--- src/rtl/gain_entry_sequencer.sv ---
// Sequences Ctrl + three digit keys + Enter into an atomic commit of Gain1..Gain3.
// Optional inactivity timeout while an entry is open: define GAIN_TIMEOUT_EN.
module gain_entry_sequencer #(
    parameter int unsigned TIMEOUT_CYCLES = 50_000_000,
    parameter int unsigned CNT_W          = 26
) (
    input  logic       clk,
    input  logic       rst,
    input  logic       key_valid,
    input  logic       key_ctrl,
    input  logic       key_enter,
    input  logic       key_digit,
    input  logic [1:0] key_value,
    output logic [1:0] Gain1,
    output logic [1:0] Gain2,
    output logic [1:0] Gain3,
    output logic       DatosListos,
    output logic       entry_active,
    output logic [1:0] entry_index,
    output logic       err
);

    typedef enum logic [2:0] {
        StIdle,
        StWaitG1,
        StWaitG2,
        StWaitG3,
        StWaitEnter
    } state_e;

    if (!((CNT_W >= 32) || ((64'd1 << CNT_W) > 64'(TIMEOUT_CYCLES)))) begin : g_cnt_w_too_small
        $error("CNT_W too narrow to hold TIMEOUT_CYCLES");
    end

    state_e     state_q, state_d;
    logic [1:0] s1_q, s1_d, s2_q, s2_d, s3_q, s3_d;
    logic [1:0] gain1_q, gain1_d, gain2_q, gain2_d, gain3_q, gain3_d;
    logic       dl_q, dl_d;
    logic       err_q, err_d;

    // Priority decode: ctrl > enter > digit; a flagless strobe is no event at all.
    logic ev_ctrl, ev_enter, ev_digit, ev_any;
    assign ev_ctrl  = key_valid & key_ctrl;
    assign ev_enter = key_valid & ~key_ctrl & key_enter;
    assign ev_digit = key_valid & ~key_ctrl & ~key_enter & key_digit;
    assign ev_any   = ev_ctrl | ev_enter | ev_digit;

`ifdef GAIN_TIMEOUT_EN
    localparam logic [CNT_W-1:0] CntLast = CNT_W'(TIMEOUT_CYCLES - 1);
    logic [CNT_W-1:0] cnt_q, cnt_d;
`endif

    always_comb begin
        state_d = state_q;
        s1_d    = s1_q;
        s2_d    = s2_q;
        s3_d    = s3_q;
        gain1_d = gain1_q;
        gain2_d = gain2_q;
        gain3_d = gain3_q;
        dl_d    = 1'b0;
        err_d   = 1'b0;

        if (ev_ctrl) begin
            state_d = StWaitG1;
            s1_d    = 2'b00;
            s2_d    = 2'b00;
            s3_d    = 2'b00;
        end else begin
            unique case (state_q)
                StIdle: ;
                StWaitG1: begin
                    if (ev_digit) begin
                        s1_d    = key_value;
                        state_d = StWaitG2;
                    end else if (ev_enter) begin
                        err_d   = 1'b1;
                        state_d = StIdle;
                    end
                end
                StWaitG2: begin
                    if (ev_digit) begin
                        s2_d    = key_value;
                        state_d = StWaitG3;
                    end else if (ev_enter) begin
                        err_d   = 1'b1;
                        state_d = StIdle;
                    end
                end
                StWaitG3: begin
                    if (ev_digit) begin
                        s3_d    = key_value;
                        state_d = StWaitEnter;
                    end else if (ev_enter) begin
                        err_d   = 1'b1;
                        state_d = StIdle;
                    end
                end
                StWaitEnter: begin
                    if (ev_enter) begin
                        gain1_d = s1_q;
                        gain2_d = s2_q;
                        gain3_d = s3_q;
                        dl_d    = 1'b1;
                        state_d = StIdle;
                    end else if (ev_digit) begin
                        err_d   = 1'b1;
                        state_d = StIdle;
                    end
                end
                default: state_d = StIdle;
            endcase
        end

`ifdef GAIN_TIMEOUT_EN
        // Only idle cycles of an open entry advance the counter; any event restarts it.
        cnt_d = '0;
        if (state_q != StIdle && !ev_any) begin
            if (cnt_q == CntLast) begin
                state_d = StIdle;
                err_d   = 1'b1;
            end else begin
                cnt_d = cnt_q + CNT_W'(1);
            end
        end
`endif
    end

    always_ff @(posedge clk or posedge rst) begin
        if (rst) begin
            state_q <= StIdle;
            s1_q    <= 2'b00;
            s2_q    <= 2'b00;
            s3_q    <= 2'b00;
            gain1_q <= 2'b00;
            gain2_q <= 2'b00;
            gain3_q <= 2'b00;
            dl_q    <= 1'b0;
            err_q   <= 1'b0;
        end else begin
            state_q <= state_d;
            s1_q    <= s1_d;
            s2_q    <= s2_d;
            s3_q    <= s3_d;
            gain1_q <= gain1_d;
            gain2_q <= gain2_d;
            gain3_q <= gain3_d;
            dl_q    <= dl_d;
            err_q   <= err_d;
        end
    end

`ifdef GAIN_TIMEOUT_EN
    always_ff @(posedge clk or posedge rst) begin
        if (rst) begin
            cnt_q <= '0;
        end else begin
            cnt_q <= cnt_d;
        end
    end
`endif

    always_comb begin
        entry_index = 2'd0;
        unique case (state_q)
            StIdle:      entry_index = 2'd0;
            StWaitG1:    entry_index = 2'd1;
            StWaitG2:    entry_index = 2'd2;
            StWaitG3:    entry_index = 2'd3;
            StWaitEnter: entry_index = 2'd3;
            default:     entry_index = 2'd0;
        endcase
    end

    assign entry_active = (state_q != StIdle);
    assign Gain1        = gain1_q;
    assign Gain2        = gain2_q;
    assign Gain3        = gain3_q;
    assign DatosListos  = dl_q;
    assign err          = err_q;

endmodule

--- config.mk ---
export PLATFORM = sky130hd
export DESIGN_NAME = gain_entry_sequencer
export DESIGN_NICKNAME = d
export VERILOG_FILES = /design/src/rtl/gain_entry_sequencer.sv
export SDC_FILE = /design/constraint.sdc
export NUM_CORES = 1
export LEC_CHECK = 0
export ABC_AREA = 1
export ABC_CLOCK_PERIOD_IN_PS = 3100
export CAP_MARGIN = 25
export CORE_UTILIZATION = 45
export CTS_CLUSTER_SIZE = 20
export DETAILED_ROUTE_END_ITERATION = 12
export PLACE_DENSITY = 0.73
export SLEW_MARGIN = 20
export SYNTH_ARGS = -nofsm -noshare
export SYNTH_HDL_FRONTEND = slang
export SYNTH_SLANG_ARGS = --single-unit
--- constraint.sdc ---
create_clock -name clk -period 3.1 [get_ports clk]
set_input_delay 0.62 -clock clk [delete_from_list [all_inputs] [get_ports clk]]
set_output_delay 0.62 -clock clk [all_outputs]
set_load 0.02 [all_outputs]
==> out/qor.yml <==
sta:
  fin_skew_ns: 0.00545
  rsz0062_at_grt: "false"
  slew_violations: 0
  fmax_mhz: 420
  finalSetupViolCount: 0
  fin_ws_ns: 0.720
  tightest_slew_ns: 0.609
  hold_violations: 0
  tns_ns: 0
  finalCritPeriodShare_pct: 76.8
  relSlewSlack_pct: 59.3
  fin_crit_ns: 2.38
placed_design:
  port_buffers: 18
  place_area_sq_um: 1040
  dp_hpwl_um: 1270
  place_ws_ns: 1.04
  place_inst: 150
  finalWeightedCongestion: 0.848
setup_path:
  worstSetupEndpointType: "output port"
  slowest_delay_ns: 0.62
  critPathBufInv: 1
  r2r_start: "state_q[1]"
  crit_path_start_kind: "register"
  r2r_end: "state_q[0]"
  crit_family: "buffers and inverters"
  crit_type: "reg2out"
  crit_arrival_ns: 1.76
  path_depth: 4
  worstPathCellList: "nor2_2 -> nand2_2 -> o21ai_0 -> clkdlybuf4s50_1"
  cp_max_fo: 11
  reg2reg_depth: 3
  cpMaxStageDelayCell: "clkdlybuf4s50_1"
  r2r_slack_ns: 1.95
  worstPathRequired_ns: 2.48
synth:
  synth_seq_cells: 17
  netlist_instances: 109
  syn_area_sq_um: 850
  ys_types: 17
  yosys_warnings: 0
  syn_nets: 117
  postSynthAreaPerCell_sq_um: 7.79
  ys_seq_area_share_pct: 50.1
die:
  core_sq_um: 1750
  rows: 15
  ios: 19
  die_w_um: 45.5
  start_util_pct: 48.7
  dieArea_sq_um: 2070
  die_h_um: 45.5
layout:
  fillers: 164
  mostFrequentLayoutCells: "nand2_1 (40), clkdlybuf4s50_1 (18), dfrtp_1 (17)"
  mostFrequentLayoutCell: "nand2_1"
  diodes: 0
  multi_input_area_sq_um: 349
  layout.nets: 138
  area_growth_pct: 25.3
  layout-drive-gt1-share_pct: 9.30
  seqCellArea_sq_um: 425
  design_area_sq_um: 1060
  fin_cells: 154
clock_network:
  cts_repair_resize_count: 0
  cts_max_level: 1
  clk_pin_slew_ns: 0.10
  cts_tree: "built"
  clock_latency_ns: 0.28
  clock_sinks: 17
  post_cts_buffers: 0
  cts_buffer_depth: 2
  cts_root_buf: "clkbuf_4"
  ctsHoldBuffers: 0
  numCtsBuffers: 3
run:
  drv_cap: 0
grt:
  antenna_found_initial: 0
  grtUsageTotal_pct: 17.5
  grt_max_degree: 18
  grt_pass1_wl_um: 2600
  first_global_vias: 660
  grt_remaining_overflow: 0
drt:
  ant_nets: 0
  routed_via_density: 4.57
  wire_per_inst_um: 10.1
  wl_um: 1560
  vias: 704
  first_iter_violations: 9
  remaining_drc_errors: 0
  firstDrtPassIters: 4
hold_path:
  min_from: "s1_q[1]"
  hold_depth: 2
  hold_path_end: "Gain1[1]"
  hold_class: "reg2reg"
outcome:
  status: "finished, final reports clean"
power:
  peakVddDrop_mv: 0.302
  p_leak_uw: 0.000576
  p_per_area_nw_per_um2: 366
## metrics by stage
stage | total power [uW] | util [%] | hold WS (ns)
floorplan | 259 | - | 0.450
global placement | 279 | 59.5 | 0.468
detailed placement | 280 | 59.5 | 0.470
CTS | 394 | 61.0 | 0.492
global route | 410 | 61.0 | 0.523
finish | 390 | 61.0 | 0.489
## cells by family (layout without fill, tap and decap cells)
logic type	after synthesis	in the layout	synth area share, %
AOI/OAI and AO/OA	10	10	6.48
buffers and inverters	16	36	8.84
DFF	17	17	50.1
and+or+nand+nor	66	66	34.6
## power by group
| group | total [uW] | internal [uW] | switching (uW) | leakage, uW |
|---|---|---|---|---|
| Combinational | 48.2 | 19.9 | 28.3 | 0.000325 |
| Sequential | 227 | 224 | 2.59 | 0.000236 |
| Clock | 115 | 49.9 | 64.9 | 0.0000150 |
| Total | 390 | 294 | 95.8 | 0.000576 |
## flip-flops by register name (all words and copies together) (netlist names)
signal	count
state_q	3
Gain1	2
Gain2	2
Gain3	2
s1_q	2
s2_q	2
s3_q	2
DatosListos	1
err	1
## how the worst max path moves through the flow
stage | slack, ns | endpoint | from
final | 0.72 | entry_index[1] | state_q[1]
after global routing | 0.62 | entry_index[1] | state_q[1]
after CTS | 0.72 | entry_index[1] | state_q[1]
after detailed placement | 1.04 | entry_index[1] | state_q[1]
after global placement | 1.07 | entry_index[1] | state_q[1]
after floorplan | 1.50 | entry_index[1] | state_q[1]
## synthesized netlist by cell type
library cell / count / area (sq um)
nand2_1: 40 / 150
dfrtp_1: 17 / 425
inv_1: 12 / 45.0
nor2_1: 9 / 33.8
nand3_1: 8 / 40.0
o21ai_0: 8 / 40.0
nand2_2: 3 / 18.8
buf_6: 2 / 22.5
nor2_4: 2 / 22.5
a21oi_2: 1 / 8.76
clkinv_1: 1 / 3.75
inv_2: 1 / 3.75
nand3_2: 1 / 10.0
nand3b_1: 1 / 7.51
nor2_2: 1 / 6.26
nor3_1: 1 / 5.00
o22ai_1: 1 / 6.26
## cell type report
| class | instances | area share (%) |
|---|---|---|
| Clock buffer | 4 | 2.47 |
| Inverter | 14 | 4.94 |
| Multi-Input combinational cell | 76 | 32.8 |
| Sequential cell | 17 | 40.0 |
| Tap cell | 25 | 2.94 |
| Timing Repair Buffer | 18 | 16.9 |
## tightest hold or removal path, stage by stage (launching register included)
cell	delay [ns]
dfrtp_1	0.35
nand2_1	0.05
nand2_1	0.06
## routing by layer
metal	global-route usage (%)	wire length, um	up-vias
li1	-	-	375
met1	22.4	746	317
met2	30.3	767	12
met3	4.76	46	0
met4	1.82	0	0
met5	0	0	-
Note: power is estimated with default switching activity, not from simulation.
